File: src/rtl/pes_elc_scan.sv
`default_nettype none
// ============================================================================
//  Module   : pes_elc_scan
//  Purpose  : N-floor elevator car controller. Latches hall/car calls into a
//             pending bitmask and serves them in SCAN order, with modelled
//             floor-to-floor travel time, door dwell time and door/weight
//             alerts that hold the door open.
//  Revision : 1.0 - initial release
// ============================================================================
module pes_elc_scan #(
   parameter int NUM_FLOORS  = 8,
   parameter int FLOOR_W     = 3,
   parameter int MOVE_CYCLES = 4,
   parameter int DOOR_CYCLES = 6,
   parameter int RESET_FLOOR = 0
) (
   input  logic                  clk,
   input  logic                  reset,
   input  logic                  call_valid,
   input  logic [FLOOR_W-1:0]    call_floor,
   input  logic                  over_time,
   input  logic                  over_weight,
   output logic [FLOOR_W-1:0]    current_floor,
   output logic                  direction,
   output logic                  moving,
   output logic                  door_open,
   output logic                  complete,
   output logic                  door_alert,
   output logic                  weight_alert,
   output logic [NUM_FLOORS-1:0] pending
);

   // Counter widths never drop below one bit, even for single-cycle timings.
   localparam int c_MC_W = (MOVE_CYCLES > 1) ? $clog2(MOVE_CYCLES) : 1;
   localparam int c_DC_W = (DOOR_CYCLES > 1) ? $clog2(DOOR_CYCLES) : 1;
   localparam logic [c_MC_W-1:0]  c_MOVE_LAST   = c_MC_W'(MOVE_CYCLES - 1);
   localparam logic [c_DC_W-1:0]  c_DOOR_LAST   = c_DC_W'(DOOR_CYCLES - 1);
   localparam logic [FLOOR_W:0]   c_FLOOR_LIMIT = (FLOOR_W + 1)'(NUM_FLOORS);
   localparam logic [FLOOR_W-1:0] c_RESET_FLOOR = FLOOR_W'(RESET_FLOOR);

   typedef enum logic [1:0] {
      S_IDLE      = 2'd0,
      S_MOVE_UP   = 2'd1,
      S_MOVE_DN   = 2'd2,
      S_DOOR_OPEN = 2'd3
   } state_t;

   state_t                  r_state;
   logic [FLOOR_W-1:0]      r_floor;
   logic                    r_dir;
   logic [NUM_FLOORS-1:0]   r_pending;
   logic [c_MC_W-1:0]       r_move_cnt;
   logic [c_DC_W-1:0]       r_door_cnt;
   logic                    r_door_alert;
   logic                    r_weight_alert;

   logic                    w_step;
   logic [FLOOR_W-1:0]      w_next_floor;
   logic [FLOOR_W-1:0]      w_eval_floor;
   logic                    w_call_ok;
   logic                    w_call_here;
   logic [NUM_FLOORS-1:0]   w_eval_hot;
   logic [NUM_FLOORS-1:0]   w_above;
   logic [NUM_FLOORS-1:0]   w_below;
   logic [NUM_FLOORS-1:0]   w_call_hot;
   logic                    w_here;
   logic                    w_up_req;
   logic                    w_dn_req;
   logic                    w_ahead;
   logic                    w_behind;
   logic                    w_stop;
   logic [NUM_FLOORS-1:0]   w_set;
   logic [NUM_FLOORS-1:0]   w_clr;

   // Decisions are taken against the floor the car will occupy after this edge:
   // the stepped floor at the end of a travel segment, otherwise the current one.
   always_comb begin
      w_step       = ((r_state == S_MOVE_UP) || (r_state == S_MOVE_DN)) &&
                     (r_move_cnt == c_MOVE_LAST);
      w_next_floor = (r_state == S_MOVE_UP) ? (r_floor + FLOOR_W'(1))
                                            : (r_floor - FLOOR_W'(1));
      w_eval_floor = w_step ? w_next_floor : r_floor;
      w_call_ok    = call_valid && ({1'b0, call_floor} < c_FLOOR_LIMIT);
      w_call_here  = w_call_ok && (call_floor == r_floor);
      w_eval_hot   = '0;
      w_above      = '0;
      w_below      = '0;
      w_call_hot   = '0;
      for (int i = 0; i < NUM_FLOORS; i++) begin
         w_eval_hot[i] = (FLOOR_W'(i) == w_eval_floor);
         w_above[i]    = (FLOOR_W'(i) >  w_eval_floor);
         w_below[i]    = (FLOOR_W'(i) <  w_eval_floor);
         w_call_hot[i] = w_call_ok && (FLOOR_W'(i) == call_floor);
      end
      w_here   = |(r_pending & w_eval_hot);
      w_up_req = |(r_pending & w_above);
      w_dn_req = |(r_pending & w_below);
      w_ahead  = r_dir ? w_up_req : w_dn_req;
      w_behind = r_dir ? w_dn_req : w_up_req;
      // A stop clears its own bit even if a call for that floor lands the same edge.
      w_stop   = ((r_state == S_IDLE) || w_step) && w_here;
      w_clr    = w_stop ? w_eval_hot : '0;
      // A call for the floor whose door is already open only restarts the dwell.
      w_set    = ((r_state == S_DOOR_OPEN) && w_call_here) ? '0 : w_call_hot;
   end

   // Car FSM: call latching, SCAN direction choice, travel and door timers, alerts.
   always_ff @(posedge clk or posedge reset) begin
      if (reset) begin
         r_state        <= S_IDLE;
         r_floor        <= c_RESET_FLOOR;
         r_dir          <= 1'b1;
         r_pending      <= '0;
         r_move_cnt     <= '0;
         r_door_cnt     <= '0;
         r_door_alert   <= 1'b0;
         r_weight_alert <= 1'b0;
      end else begin
         r_pending <= (r_pending | w_set) & ~w_clr;
         case (r_state)
            S_IDLE: begin
               r_move_cnt <= '0;
               if (w_here) begin
                  r_state    <= S_DOOR_OPEN;
                  r_door_cnt <= '0;
               end else if (w_ahead) begin
                  r_state <= r_dir ? S_MOVE_UP : S_MOVE_DN;
               end else if (w_behind) begin
                  r_dir   <= ~r_dir;
                  r_state <= r_dir ? S_MOVE_DN : S_MOVE_UP;
               end
            end
            S_MOVE_UP, S_MOVE_DN: begin
               if (!w_step) begin
                  r_move_cnt <= r_move_cnt + 1'b1;
               end else begin
                  r_floor    <= w_next_floor;
                  r_move_cnt <= '0;
                  if (w_here) begin
                     r_state    <= S_DOOR_OPEN;
                     r_door_cnt <= '0;
                  end else if (w_ahead) begin
                     r_state <= r_state;
                  end else if (w_behind) begin
                     r_dir   <= ~r_dir;
                     r_state <= (r_state == S_MOVE_UP) ? S_MOVE_DN : S_MOVE_UP;
                  end else begin
                     r_state <= S_IDLE;
                  end
               end
            end
            S_DOOR_OPEN: begin
               if (over_time || over_weight) begin
                  r_door_cnt     <= '0;
                  r_door_alert   <= over_time;
                  r_weight_alert <= over_weight;
               end else if (w_call_here) begin
                  r_door_cnt     <= '0;
                  r_door_alert   <= 1'b0;
                  r_weight_alert <= 1'b0;
               end else if (r_door_cnt == c_DOOR_LAST) begin
                  r_state        <= S_IDLE;
                  r_door_cnt     <= '0;
                  r_door_alert   <= 1'b0;
                  r_weight_alert <= 1'b0;
               end else begin
                  r_door_cnt     <= r_door_cnt + 1'b1;
                  r_door_alert   <= 1'b0;
                  r_weight_alert <= 1'b0;
               end
            end
            default: begin
               r_state <= S_IDLE;
            end
         endcase
      end
   end

   assign current_floor = r_floor;
   assign direction     = r_dir;
   assign moving        = (r_state == S_MOVE_UP) || (r_state == S_MOVE_DN);
   assign door_open     = (r_state == S_DOOR_OPEN);
   assign complete      = (r_state == S_IDLE) && (r_pending == '0);
   assign door_alert    = r_door_alert;
   assign weight_alert  = r_weight_alert;
   assign pending       = r_pending;

endmodule
`default_nettype wire

File: config.mk
export PLATFORM = sky130hd
export DESIGN_NAME = pes_elc_scan
export DESIGN_NICKNAME = d
export VERILOG_FILES = /design/src/rtl/pes_elc_scan.sv
export SDC_FILE = /design/constraint.sdc
export NUM_CORES = 1
export LEC_CHECK = 0
export CAP_MARGIN = 40
export CORE_UTILIZATION = 60
export CTS_BUF_LIST = sky130_fd_sc_hd__clkbuf_4 sky130_fd_sc_hd__clkbuf_8
export CTS_CLUSTER_SIZE = 40
export DETAILED_ROUTE_END_ITERATION = 16
export GPL_TIMING_DRIVEN = 0
export MAX_ROUTING_LAYER = met4
export PLACE_DENSITY = 0.85
export SYNTH_ARGS = -nofsm -noshare
export SYNTH_HDL_FRONTEND = slang
export SYNTH_SLANG_ARGS = --single-unit
export TNS_END_PERCENT = 30
File: constraint.sdc
create_clock -name clk -period 9.5 [get_ports clk]
set_input_delay 0.95 -clock clk [delete_from_list [all_inputs] [get_ports clk]]
set_output_delay 0.95 -clock clk [all_outputs]
set_load 0.1 [all_outputs]
# == Word-level counts from Yosys, hierarchy flattened ==
# Index checks and enable logic that the tools add are counted.
# W data, S select, Z words.
# totals
regBits,21
latchBits,0
ram_bits,0
romBits,0
input_bits,8
out_inout_bits,17
wordCells,123
mem_count,0
# op_classes
addsub,4
n_mul,0
div,0
n_lt_le_gt_ge,16
eq_ne,26
shifts,0
muxes,35
n_bitwise,7
n_reduce_logical,27
# op_table
cell,count
$and A8 B8 Y8,4
$mux W2,14
$eq A3 B3 Y1 const A,8
$reduce_or A8 Y1,3
$mux W3,7
$mux W8,2
$logic_and A1 B1 Y1,13
$eq A2 B3 Y1 const A,4
$gt A3 B3 Y1 const A,4
$lt A3 B3 Y1 const A,4
$pmux W3 S3,1
$logic_not A8 Y1,1
$mux W1,8
$not A8 Y8,1
$or A8 B8 Y8,1
$add A3 B1 Y3 const B,2
$eq A1 B3 Y1 const A,2
$eq A2 B2 Y1 const B,3
$gt A1 B3 Y1 const A,2
$gt A2 B3 Y1 const A,2
$logic_not A3 Y1,2
$lt A1 B3 Y1 const A,2
$lt A2 B3 Y1 const A,2
$ne A2 B2 Y1 const B,3
other kinds (18),20

# == Longest topological paths before layout ==
# depth
word_depth,13
mapped_depth,12
mapped_depth_nobuf,12

# == Least setup slack after synthesis ==
# No wires, ideal clock.
# synth_path
path_type,reg2reg
from,"register r_floor[0], in the netlist current_floor[0]"
to,register r_state[0]
setup_time_ns,0.128
t_arrival_ns,3.796
required_ns,9.372
setup_slack_ns,5.576
path_stages_with_launch,12
n_path_buf,0
synth_period_minus_slack_ns,3.924
path_cell_list,dfrtp_1 > inv_1 > fa_1 > xnor2_2 > nor3_2 > nor2_8 > inv_4 > mux2_4 > a211o_1 > or3_1 > o211ai_2 > mux2_1
# synth_via
elab_chain_len,12
word_cells_on_any_way,49
cone_classes,2 x add/sub; 16 x order compare; 11 x eq/ne; 11 x mux; 3 x bitwise; 6 x reduce/logical
# synth_lines
element,line,source
from (decl),49,logic [FLOOR_W-1:0] r_floor;
from (signal assigned),111,r_floor <= c_RESET_FLOOR;
from (signal assigned),137,r_floor <= w_next_floor;
$sub A3 B1 Y3 or $add A3 B1 Y3 (tied branches),"81, 80",
$mux W3,80,w_next_floor = (r_state == S_MOVE_UP) ? (r_floor + FLOOR_W'(1))
$mux W3,82,w_eval_floor = w_step ? w_next_floor : r_floor;
$gt A1 B3 Y1 (tied with other cells),91,w_above[i] = (FLOOR_W'(i) > w_eval_floor);
$and A8 B8 Y8 (on tied branches),"96, 97",
$reduce_or A8 Y1 (on tied branches),"96, 97",
$mux W1,99,w_behind = r_dir ? w_dn_req : w_up_req;
$mux W2,144,end else if (w_behind) begin
$mux W2,142,end else if (w_ahead) begin
$mux W2,139,if (w_here) begin
$mux W2,134,if (!w_step) begin
$pmux W2 S3,120,case (r_state)
to (signal assigned),127,r_state <= r_dir ? S_MOVE_UP : S_MOVE_DN;
to (signal assigned),143,r_state <= r_state;
to (signal assigned),146,r_state <= (r_state == S_MOVE_UP) ? S_MOVE_DN : S_MOVE_UP;
to (decl),48,state_t r_state;
# Parallel ways exist; a longest one is shown, timed or not. The select of a mux whose other input is x is not followed.
# A chain may end at the register's enable or synchronous reset.

# == Worst setup path in the final report ==
# layout_path
from,register r_state[1]
to,register r_state[0]
# layout_via
elab_chain_len,13
word_cells_on_any_way,56
cone_classes,16 x order compare; 16 x eq/ne; 12 x mux; 3 x bitwise; 9 x reduce/logical
# layout_lines
element,line,source
from (signal assigned),127,
from (signal assigned),130,r_state <= r_dir ? S_MOVE_DN : S_MOVE_UP;
from (signal assigned),143,
$eq A2 B1 Y1 or $eq A2 B2 Y1 (tied branches),n/a,
$logic_or A1 B1 Y1,78,w_step = ((r_state == S_MOVE_UP) || (r_state == S_MOVE_DN)) &&
$logic_and A1 B1 Y1,78,
$mux W3,82,
$gt A1 B3 Y1 (tied with other cells),91,
$and A8 B8 Y8 (on tied branches),"96, 97",
$reduce_or A8 Y1 (on tied branches),"96, 97",
$mux W1,99,
$mux W2,144,
$mux W2,142,
$mux W2,139,
$mux W2,134,
$pmux W2 S3,120,
# Parallel ways exist; a longest one is shown, timed or not. The select of a mux whose other input is x is not followed.

==> results_dict.tcl <==
set metrics [dict create \
    path_clk_slew_ps 120 \
    hold_viol_final 0 \
    layout_min_cycle_time_ps 3730 \
    cp.arrival_ps 3930 \
    synthesis.yosys.warnings 0 \
    n_fill_cell 126 \
    number_of_antenna_repair_diodes 0 \
    grt_overflow 0 \
    placed_instance_count 249 \
    finalNonFillerCells 253 \
    grt_setup_unrepaired "no" \
    min_delay_worst_endpoint "r_door_cnt[1]" \
    totalWireLength_um 5000 \
    syn-mean-instance-area_um2 9.07 \
    r2r_end "r_state[0]" \
    yosys.area_share.simple_pct 22.3 \
    globalplace.congestion 0.937 \
    delay_of_the_slowest_critical_path_stage_ps 500 \
    max_clock_freq_mhz 268 \
    grt_start_max_net_pins 22 \
    die-area_um2 2900 \
    timing.critical_path.slowest_stage_cell "sky130_fd_sc_hd__fa_1" \
    grt_first_pass_wirelength_um 8050 \
    dominant_cell_type_by_area_after_synthesis "sky130_fd_sc_hd__dfrtp_1" \
    globalRouteMet1Util_pct 47.1 \
    worst-slew-pin-transition_ps 795 \
    min_path_cells 1 \
    timing.critical_path.from_type "register" \
    ctsHtreeMaxLevel 1 \
    core_um2 2500 \
    drt_first_iter_violations 124 \
    grt_antenna_before_repair 0 \
    worstSetupPathType "reg -> reg" \
    number_of_distinct_library_cells_after_synthesis 65 \
    cts_root_buffer "sky130_fd_sc_hd__clkbuf_4" \
    clockBufferDepth 2 \
    syn_area_um2 1610 \
    synthMuxAreaShare_pct 5.74 \
    synth_edf_count 0 \
    fin_worst_skew_ps 5.15 \
    grt_pass1_vias 1800 \
    synth-xor-area-share_pct 3.18 \
    synth-compound-area-share_pct 26.5 \
    buffer_ports.inserted 24 \
    layout.core_utilization_pct 87.1 \
    synth_top_family_by_area "compound AO/OA/AOI/OAI gates" \
    hold_buffers 0 \
    run_status "finished, final reports clean" \
    synth-adder-area-share_pct 5.12 \
    timing.critical_path.buf_inv 1 \
    synthFlopType "sky130_fd_sc_hd__dfrtp_1" \
    yosys.cell_count.top_type "sky130_fd_sc_hd__dfrtp_1" \
    critical_path_required_ps 9700 \
    setup_viol 0 \
    ys_async_sr_fraction_pct 100 \
    die_y_um 53.9 \
    drt_pre_antenna_iters 5 \
    top_usage_layer "met2" \
    timing.setup.tns_ps 0 \
    cts_post_setup_buffers_inserted 0 \
    hold_class "reg -> reg" \
    netlist_top_cells_count "sky130_fd_sc_hd__dfrtp_1 (20), sky130_fd_sc_hd__a21oi_1 (17), sky130_fd_sc_hd__o21ai_0 (12)" \
    syn-instance-count 178 \
    max-slew-margin-rel_pct 47.0 \
    drt-wirelength-per-cell_um 19.8 \
    hold_path_startpoint "r_door_cnt[1]" \
    nNetsFinal 238 \
    start_util_pct 64.6 \
    register_bit_total_from_synthesis 21 \
    timing.reg2reg.worst_path_depth 11 \
    die_x_um 53.9 \
    timing.final.crit_share_pct 39.3 \
    cts_tree "done" \
    syn-num-nets 192 \
    timing.critical_path.to_type "register" \
    m2_gr_usage_pct 65.8 \
    mean_number_of_vias_per_cell 6.92 \
    synth-seq-area-share_pct 32.6 \
    met3_layer_usage_reported_by_global_route_pct 6.50 \
    path_delay_family "compound AO/OA/AOI/OAI gates" \
    drv.max_cap_violation_count 0 \
    critical_path.cell_chain "inv_1 > ha_1 > fa_1 > and3_1 > mux2_2 > a222oi_1 > a21oi_1 > a211o_1 > or3_1 > o211ai_2 > mux2_1" \
    final_antenna_net_count 0 \
    rrSetupSlack_ps 5770 \
    timing_max_transition_violations_final 0 \
    cts_resized 0 \
    fraction_of_layout_instances_using_a_drive_strength_above_1_pct 22.0 \
    rows 18 \
    detailroute.via_count 1751 \
    clock_sinks 21 \
    dp_hpwl_um 3900 \
    path_max_fanout 9 \
    yosys.area.top_type_share_pct 31.0 \
    tritoncts.num_buffers 3 \
    route.detailed.drc 0 \
    io_pins 25 \
    start_of_the_worst_register_to_register_path "r_state[1]" \
    area_delta_synth_final_pct 34.9 \
    worst_skew_pair.late_latency_ps 300 \
    grtUsageTotal_pct 40.5 \
    synth.top_cells.by_area "sky130_fd_sc_hd__dfrtp_1 (31%), sky130_fd_sc_hd__a21oi_1 (5.3%), sky130_fd_sc_hd__ha_1 (3.9%)" \
]
worst reg2reg max path, cell delays in order (launching register included):
cell,delay (ps)
sky130_fd_sc_hd__dfrtp_1,440
sky130_fd_sc_hd__inv_1,100
sky130_fd_sc_hd__ha_1,310
sky130_fd_sc_hd__fa_1,500
sky130_fd_sc_hd__and3_1,230
sky130_fd_sc_hd__mux2_2,320
sky130_fd_sc_hd__a222oi_1,370
sky130_fd_sc_hd__a21oi_1,120
sky130_fd_sc_hd__a211o_1,370
sky130_fd_sc_hd__or3_1,430
sky130_fd_sc_hd__o211ai_2,100
sky130_fd_sc_hd__mux2_1,340
sequential cells by signal, summed over array words and instances (netlist names):
register,count
door_alert,1
r_move_cnt,2
r_state,2
current_floor,3
r_door_cnt,3
direction,1
weight_alert,1
pending,8
worst max-delay path by stage:
stage                      from  cells past startpoint    endpoint
6_report             r_state[1]                     11  r_state[0]
4_1_cts              r_state[1]                     11  r_state[0]
3_3_place_gp         r_state[1]                     11  r_state[1]
5_1_grt              r_state[1]                     11  r_state[0]
2_1_floorplan  current_floor[0]                     11  r_state[0]
3_5_place_dp         r_state[1]                     11  r_state[0]
placed cells by master (no fill, tap or decap), types with 2 or more instances in the layout:
| cell type | instances |
|---|---|
| sky130_fd_sc_hd__a31oi_1 | 3 |
| sky130_fd_sc_hd__nand4_1 | 2 |
| sky130_fd_sc_hd__a21boi_0 | 2 |
| sky130_fd_sc_hd__xor2_1 | 3 |
| sky130_fd_sc_hd__mux2_1 | 2 |
| sky130_fd_sc_hd__nand2_1 | 8 |
| sky130_fd_sc_hd__buf_8 | 17 |
| sky130_fd_sc_hd__clkbuf_1 | 2 |
| sky130_fd_sc_hd__nand2b_1 | 2 |
| sky130_fd_sc_hd__ha_1 | 5 |
| sky130_fd_sc_hd__or2_2 | 2 |
| sky130_fd_sc_hd__o211ai_1 | 3 |
| sky130_fd_sc_hd__clkdlybuf4s50_1 | 24 |
| sky130_fd_sc_hd__o21ai_0 | 12 |
| sky130_fd_sc_hd__a221oi_1 | 2 |
| sky130_fd_sc_hd__and3_1 | 2 |
| sky130_fd_sc_hd__a222oi_1 | 2 |
| sky130_fd_sc_hd__nor2_1 | 11 |
| sky130_fd_sc_hd__o211a_1 | 2 |
| sky130_fd_sc_hd__o221ai_1 | 2 |
| sky130_fd_sc_hd__nor3b_1 | 2 |
| sky130_fd_sc_hd__clkbuf_4 | 4 |
| sky130_fd_sc_hd__a21oi_1 | 17 |
| sky130_fd_sc_hd__dfrtp_1 | 20 |
| sky130_fd_sc_hd__mux2_2 | 4 |
| sky130_fd_sc_hd__nor3_1 | 4 |
| sky130_fd_sc_hd__and2_1 | 3 |
| sky130_fd_sc_hd__inv_1 | 11 |
| sky130_fd_sc_hd__nor2b_1 | 3 |
| sky130_fd_sc_hd__nand3_1 | 8 |
| sky130_fd_sc_hd__a21o_1 | 2 |
per-layer routing:
layer | vias to the layer above | wire, um
met5 | - | 0
met4 | 0 | 261
met3 | 41 | 442
met2 | 148 | 2410
met1 | 807 | 1880
li1 | 755 | -
area by class of cell:
type	instances	area [um^2]	share of cell area, %
timing repair buffer	41	495	22.8
buffer	5	25.0	1.15
clock buffer	4	30.0	1.38
multi-input combinational	140	1010	46.6
sequential	21	527	24.2
inverter	12	47.5	2.18
tap	30	37.5	1.72
stage by stage:
| step | hold slack [ps] | cell area, um^2 | worst slack [ps] |
|---|---|---|---|
| 3_3_place_gp | 470 | 1890 | 5940 |
| 5_1_grt | 535 | 2180 | 5600 |
| 2_1_floorplan | 451 | 1610 | 5580 |
| 4_1_cts | 497 | 2180 | 5820 |
| 3_5_place_dp | 479 | 2150 | 5850 |
| 6_report | 491 | 2180 | 5770 |
logic make-up after synthesis:
family	Yosys count
xor+xnor	5
simple gates	61
buf+inv	17
compound gates	60
fa+ha+maj	6
mux	8
flops	21
Power is left out: the tool's default activity adds up to more than one toggle a clock period on the data nets, which glitch-free logic cannot reach.
